[src/rtl/jt12_kon_sched_if.sv]
// Key-on scheduler bus: CPU write handshake, slot-enable input and
// the slot/key-on outputs consumed by the envelope datapath.
interface jt12_kon_sched_if;
  logic       clk_en;
  logic       wr_valid;
  logic [7:0] wr_data;
  logic       wr_ready;
  logic [1:0] cur_op;
  logic [2:0] cur_ch;
  logic       zero;
  logic [3:0] keyon_op;
  logic [2:0] keyon_ch;
  logic       up_keyon;
  logic       busy;

  modport master (
    output clk_en, wr_valid, wr_data,
    input  wr_ready, cur_op, cur_ch, zero, keyon_op, keyon_ch, up_keyon, busy
  );

  modport slave (
    input  clk_en, wr_valid, wr_data,
    output wr_ready, cur_op, cur_ch, zero, keyon_op, keyon_ch, up_keyon, busy
  );
endinterface

[src/rtl/jt12_kon_sched.sv]
// Key-on sequencer: 24-slot operator/channel scan, a small FIFO for
// register 0x28 writes, and an issue FSM that holds each write on the
// key-on outputs for one full scan.
module jt12_kon_sched #(
  parameter int DEPTH = 2
) (
  input  logic             clk,
  input  logic             rst,
  jt12_kon_sched_if.slave  bus
);
  localparam int AW = $clog2(DEPTH);

  typedef enum logic {IDLE, HOLD} state_t;

  // Slot index within a channel group -> channel code 0,1,2,4,5,6
  function automatic logic [2:0] ch_code(input logic [2:0] idx);
    case (idx)
      3'd3:    ch_code = 3'd4;
      3'd4:    ch_code = 3'd5;
      3'd5:    ch_code = 3'd6;
      default: ch_code = idx;
    endcase
  endfunction

  // Slot counter kept as operator (0..3) and index (0..5) so the
  // decoded outputs fall straight out of it.
  logic [1:0] op_q, op_d;
  logic [2:0] idx_q, idx_d;
  logic [2:0] cur_ch_q, cur_ch_d;
  logic       zero_q, zero_d;

  logic [AW:0] wr_ptr_q, wr_ptr_d, rd_ptr_q, rd_ptr_d;
  logic [6:0]  mem_q [DEPTH];
  logic [6:0]  mem_d [DEPTH];
  logic        full, empty, push, pop;
  logic [6:0]  head;

  state_t     state_q, state_d;
  logic [4:0] hold_q, hold_d;
  logic       up_q, up_d;
  logic [3:0] kop_q, kop_d;
  logic [2:0] kch_q, kch_d;

  // Bit 3 of the 0x28 value carries nothing for this block.
  logic unused_wr_bit;
  assign unused_wr_bit = bus.wr_data[3];

  assign empty = (wr_ptr_q == rd_ptr_q);
  assign full  = (wr_ptr_q[AW] != rd_ptr_q[AW]) &&
                 (wr_ptr_q[AW-1:0] == rd_ptr_q[AW-1:0]);
  // Channel codes 3 and 7 complete the handshake but are dropped.
  assign push  = bus.wr_valid && !full && (bus.wr_data[1:0] != 2'b11);
  assign pop   = bus.clk_en && (state_q == IDLE) && !empty;
  assign head  = mem_q[rd_ptr_q[AW-1:0]];

  // Next slot position and its registered decode
  always_comb begin
    op_d  = op_q;
    idx_d = idx_q;
    if (bus.clk_en) begin
      if (idx_q == 3'd5) begin
        idx_d = 3'd0;
        op_d  = op_q + 2'd1;
      end else begin
        idx_d = idx_q + 3'd1;
      end
    end
    cur_ch_d = ch_code(idx_d);
    zero_d   = (op_d == 2'd0) && (idx_d == 3'd0);
  end

  // FIFO pointer and storage update; writes ignore clk_en
  always_comb begin
    mem_d    = mem_q;
    wr_ptr_d = wr_ptr_q;
    rd_ptr_d = rd_ptr_q;
    if (push) begin
      mem_d[wr_ptr_q[AW-1:0]] = {bus.wr_data[7:4], bus.wr_data[2:0]};
      wr_ptr_d = wr_ptr_q + {{AW{1'b0}}, 1'b1};
    end
    if (pop) begin
      rd_ptr_d = rd_ptr_q + {{AW{1'b0}}, 1'b1};
    end
  end

  // Issue FSM: pop one entry, hold it for 24 enabled slots, then release
  always_comb begin
    state_d = state_q;
    hold_d  = hold_q;
    up_d    = up_q;
    kop_d   = kop_q;
    kch_d   = kch_q;
    case (state_q)
      IDLE: begin
        if (pop) begin
          kop_d   = head[6:3];
          kch_d   = head[2:0];
          up_d    = 1'b1;
          hold_d  = 5'd0;
          state_d = HOLD;
        end
      end
      HOLD: begin
        if (bus.clk_en) begin
          if (hold_q == 5'd23) begin
            up_d    = 1'b0;
            state_d = IDLE;
          end else begin
            hold_d = hold_q + 5'd1;
          end
        end
      end
    endcase
  end

  // Control state registers; an in-flight update is dropped on reset
  always_ff @(posedge clk or posedge rst) begin
    if (rst) begin
      op_q     <= 2'd0;
      idx_q    <= 3'd0;
      cur_ch_q <= 3'd0;
      zero_q   <= 1'b1;
      wr_ptr_q <= '0;
      rd_ptr_q <= '0;
      state_q  <= IDLE;
      hold_q   <= 5'd0;
      up_q     <= 1'b0;
      kop_q    <= 4'd0;
      kch_q    <= 3'd0;
    end else begin
      op_q     <= op_d;
      idx_q    <= idx_d;
      cur_ch_q <= cur_ch_d;
      zero_q   <= zero_d;
      wr_ptr_q <= wr_ptr_d;
      rd_ptr_q <= rd_ptr_d;
      state_q  <= state_d;
      hold_q   <= hold_d;
      up_q     <= up_d;
      kop_q    <= kop_d;
      kch_q    <= kch_d;
    end
  end

  // FIFO storage holds data only; validity comes from the pointers
  always_ff @(posedge clk) begin
    mem_q <= mem_d;
  end

  assign bus.wr_ready = !full;
  assign bus.cur_op   = op_q;
  assign bus.cur_ch   = cur_ch_q;
  assign bus.zero     = zero_q;
  assign bus.keyon_op = kop_q;
  assign bus.keyon_ch = kch_q;
  assign bus.up_keyon = up_q;
  assign bus.busy     = up_q || !empty;
endmodule
[src/flat_wrapper.sv]
// flat-port wrapper written by rule: the top's interface ports become plain ports
module jt12_kon_sched_flat 
#(
  parameter int DEPTH = 2
)
  (clk, rst, bus_clk_en, bus_wr_valid, bus_wr_data, bus_wr_ready, bus_cur_op, bus_cur_ch, bus_zero, bus_keyon_op, bus_keyon_ch, bus_up_keyon, bus_busy);
  jt12_kon_sched_if bus_i ();
  input  logic clk;
  input  logic rst;
  input wire logic [$bits(bus_i.clk_en)-1:0] bus_clk_en;
  input wire logic [$bits(bus_i.wr_valid)-1:0] bus_wr_valid;
  input wire logic [$bits(bus_i.wr_data)-1:0] bus_wr_data;
  output wire logic [$bits(bus_i.wr_ready)-1:0] bus_wr_ready;
  output wire logic [$bits(bus_i.cur_op)-1:0] bus_cur_op;
  output wire logic [$bits(bus_i.cur_ch)-1:0] bus_cur_ch;
  output wire logic [$bits(bus_i.zero)-1:0] bus_zero;
  output wire logic [$bits(bus_i.keyon_op)-1:0] bus_keyon_op;
  output wire logic [$bits(bus_i.keyon_ch)-1:0] bus_keyon_ch;
  output wire logic [$bits(bus_i.up_keyon)-1:0] bus_up_keyon;
  output wire logic [$bits(bus_i.busy)-1:0] bus_busy;
  assign bus_i.clk_en = bus_clk_en;
  assign bus_i.wr_valid = bus_wr_valid;
  assign bus_i.wr_data = bus_wr_data;
  assign bus_wr_ready = bus_i.wr_ready;
  assign bus_cur_op = bus_i.cur_op;
  assign bus_cur_ch = bus_i.cur_ch;
  assign bus_zero = bus_i.zero;
  assign bus_keyon_op = bus_i.keyon_op;
  assign bus_keyon_ch = bus_i.keyon_ch;
  assign bus_up_keyon = bus_i.up_keyon;
  assign bus_busy = bus_i.busy;
  jt12_kon_sched #(.DEPTH(DEPTH)) u_core (.clk(clk), .rst(rst), .bus(bus_i));
endmodule
[config.mk]
export PLATFORM = sky130hd
export DESIGN_NAME = jt12_kon_sched_flat
export DESIGN_NICKNAME = d
export VERILOG_FILES = /design/src/rtl/jt12_kon_sched_if.sv /design/src/rtl/jt12_kon_sched.sv /design/src/flat_wrapper.sv
export SDC_FILE = /design/constraint.sdc
export NUM_CORES = 1
export LEC_CHECK = 0
export CAP_MARGIN = 20
export CORE_UTILIZATION = 53
export CTS_CLUSTER_SIZE = 25
export DETAILED_ROUTE_END_ITERATION = 10
export PLACE_DENSITY = 0.89
export SYNTH_ARGS = -nofsm -noshare
export SYNTH_HDL_FRONTEND = slang
export SYNTH_SLANG_ARGS = --single-unit
[constraint.sdc]
create_clock -name clk -period 1.9 [get_ports clk]
set_input_delay 0.19 -clock clk [delete_from_list [all_inputs] [get_ports clk]]
set_output_delay 0.19 -clock clk [all_outputs]
set_load 0.03 [all_outputs]
==> flow_summary.json <==
{
  "fin_setup_tns_ps": 0,
  "crit_type": "register to primary output",
  "cts-buffers-inserted": 5,
  "ir_worst_vdd_uv": 902.6,
  "ios": 28,
  "reg2reg_depth": 4,
  "hold_violations": 0,
  "outcome": "completed",
  "path_max_fanout": 6,
  "insertion_delay_ps": 350,
  "avgSynthCellArea_um2": 13.41,
  "rows": 21,
  "worstPathArrival_ps": 1600,
  "synth_area_leaders": "dfrtp_1 35%, edfxtp_1 23%, mux2_2 8.6%, xor2_1 2.9%, o21ai_0 2.5%",
  "min_period_ps": 1791,
  "initial_core_util": 0.5504,
  "rsz0062_at_grt": "no",
  "placed_cell_area_um2": 2158,
  "yosysMostFrequentCell": "dfrtp_1",
  "dieArea_um2": 3705,
  "nNetsFinal": 184,
  "cts_tree": "yes",
  "async_reset_ff_frac": 0.6585,
  "max_stage_delay_ps": 520,
  "crit_start": "u_core.wr_ptr_q[0]$_DFFE_PP0P_",
  "synth_top_cell_by_area": "dfrtp_1",
  "diodes": 0,
  "viasPerCell": 5.303,
  "cpLargestDelayFamily": "flip-flops",
  "grt_first_pass_wirelength_um": 5140,
  "crit_required_ps": 1710,
  "finalSetupViolCount": 0,
  "clk_pin_slew_ps": 120,
  "worstPathCellList": "xnor2_4, nand3b_1, dlygate4sd2_1",
  "fin_area_um2": 2240,
  "wl_um": 3100,
  "crit_buf_inv": 1,
  "synthDominantCellAreaShare": 0.3542,
  "holdBufCountCts": 0,
  "r2r_setup_slack_ps": 230,
  "die_h_um": 60.87,
  "post_cts_resized": 2,
  "powerDensity_nw_per_um2": 1728,
  "worst_slew_pin_slew_ps": 340.2,
  "ys_seq_area_frac": 0.5974,
  "synth_seq_cells": 41,
  "antenna_found_initial": 0,
  "period_share": 0.9425,
  "r2r_start": "u_core.hold_q[0]$_DFFE_PP0P_",
  "synth_edf_count": 14,
  "wl_met1_um": 1342,
  "synth_warnings": 0,
  "clockRootBuffer": "clkbuf_4",
  "wl_met2_um": 1561,
  "post_synth_num_cell_types": 38,
  "drtPass1Iterations": 4,
  "grt_max_degree": 28,
  "grt_overflow": 0,
  "top_layer": "met4",
  "grt_usage": 0.1980,
  "cts_setup_buffers": 0,
  "drv_slew": 0,
  "syn_inst": 137,
  "rr_endpoint": "u_core.hold_q[3]$_DFFE_PP0P_",
  "die_w_um": 60.87,
  "core_um2": 3337,
  "place_hpwl_um": 2236,
  "htree_levels": 2,
  "postRouteAntennaNets": 0,
  "io_buffer_count": 26,
  "nFillCells": 260,
  "hp-class": "primary input to asynchronous set/reset pin",
  "p_leak_nw": 0.9012,
  "skew_ps": 12.27,
  "routed-via-count": 1156,
  "cp-end-kind": "primary output",
  "route.detailed.drc": 0,
  "area_growth_pct": 21.93,
  "grt_pass1_vias": 1204,
  "startpoint_type": "register",
  "syn-num-nets": 150,
  "clkSinkCount": 41,
  "post_drt_wl_per_cell_um": 14.22,
  "syn_area_um2": 1837,
  "maxCapViolations": 0,
  "synth_ff_type": "dfrtp_1",
  "timing.fmax_mhz": 558.4,
  "clock_path_buffers": 2,
  "drt_iter0_drc": 33,
  "critical-path-slowest-cell": "dfrtp_1",
  "wl_met3_um": 104,
  "gp_congestion": 0.8514,
  "drive_gt1_frac": 0.2209,
  "synth_commonest_cells": "26 x dfrtp_1, 14 x edfxtp_1, 14 x mux2_2",
  "relSlewSlack": 0.7732
}
how the worst max path moves through the flow:
stage,endpoint,cells past startpoint
2_1_floorplan,u_core.mem_q[10]$_DFFE_PP_,3
5_1_grt,bus_busy,3
6_report,bus_busy,3
4_1_cts,bus_busy,3
3_5_place_dp,u_core.mem_q[13]$_DFFE_PP_,5
3_3_place_gp,u_core.mem_q[8]$_DFFE_PP_,5
cell type report:
| cell class | instances | area, um2 | area share |
|---|---|---|---|
| repair buffers | 34 | 317.8 | 0.1419 |
| clock buffers | 5 | 37.54 | 0.01676 |
| multi-input cells | 85 | 668.1 | 0.2983 |
| clock inverters | 3 | 46.29 | 0.02067 |
| well taps | 46 | 57.56 | 0.02570 |
| flip-flops and latches | 41 | 1097 | 0.4899 |
| inverters | 4 | 15.01 | 0.006704 |
worst register-to-register path, delay by kind of cell, from the launching register on:
kind | cells | cell delay, ps
flip-flops | 1 | 440
adder cells (fa/ha/maj) | 1 | 250
AO/OA/AOI/OAI | 1 | 170
AND/OR/NAND/NOR | 2 | 740
state kept, by name, indices dropped and copies added (netlist names):
register / cells
u_core.wr_ptr_q: 2
u_core.bus.cur_ch: 3
u_core.bus.up_keyon: 1
u_core.state_q: 1
u_core.hold_q: 5
u_core.bus.keyon_ch: 3
u_core.bus.zero: 1
u_core.mem_q: 14
u_core.idx_q: 3
u_core.bus.cur_op: 2
u_core.bus.keyon_op: 4
u_core.rd_ptr_q: 2
metal layers:
metal,GRT usage,vias to the layer above
li1,-,553
met1,0.2340,565
met2,0.3250,27
met3,0.05757,11
met4,0.1104,0
met5,0,-
stage by stage:
stage	hold slack (ps)	total power, mW	utilization	worst slack, ps	instances
floorplan	242.0	2.790	-	309.8	137
global placement	488.6	3.271	0.6468	153.1	210
detailed placement	499.0	3.362	0.6468	146.6	210
CTS	185.1	3.917	0.6712	74.67	218
global route	209.3	4.132	0.6712	10.77	218
finish	185.6	3.870	0.6712	109.3	218
logic make-up (layout without fill, tap and decap cells):
logic type / after synthesis / in the layout / share of synthesized area
fa+ha+maj: 1 / 1 / 0.006811
flops: 41 / 41 / 0.5974
buf+inv: 11 / 46 / 0.03882
simple gates: 34 / 34 / 0.1097
mux: 16 / 16 / 0.1022
compound gates: 22 / 22 / 0.07357
xor+xnor: 12 / 12 / 0.07153
layout by cell type (no fill, tap or decap), types with 2 or more instances in the layout:
cell type / n
mux2_4: 2
dfrtp_1: 26
a21oi_1: 5
clkdlybuf4s50_1: 24
nor2b_1: 3
inv_1: 4
o22ai_1: 2
xor2_1: 6
o21ai_0: 9
nand2b_1: 4
nor2_1: 6
and3_1: 2
edfxtp_1: 14
nand2_1: 4
nand3_1: 4
buf_4: 8
dlygate4sd2_1: 2
mux2_2: 14
o211ai_1: 2
nand3b_1: 2
nand4b_1: 2
xnor2_1: 4
clkbuf_4: 5
report_power, final:
part / switching (mW) / total, mW / internal [mW] / leakage (nW)
combinational: 0.896 / 1.74 / 0.847 / 0.405
clock: 0.281 / 0.560 / 0.278 / 0.0414
sequential: 0.301 / 1.57 / 1.27 / 0.455
total: 1.48 / 3.87 / 2.39 / 0.901
Power figures use the tool's default switching activity.
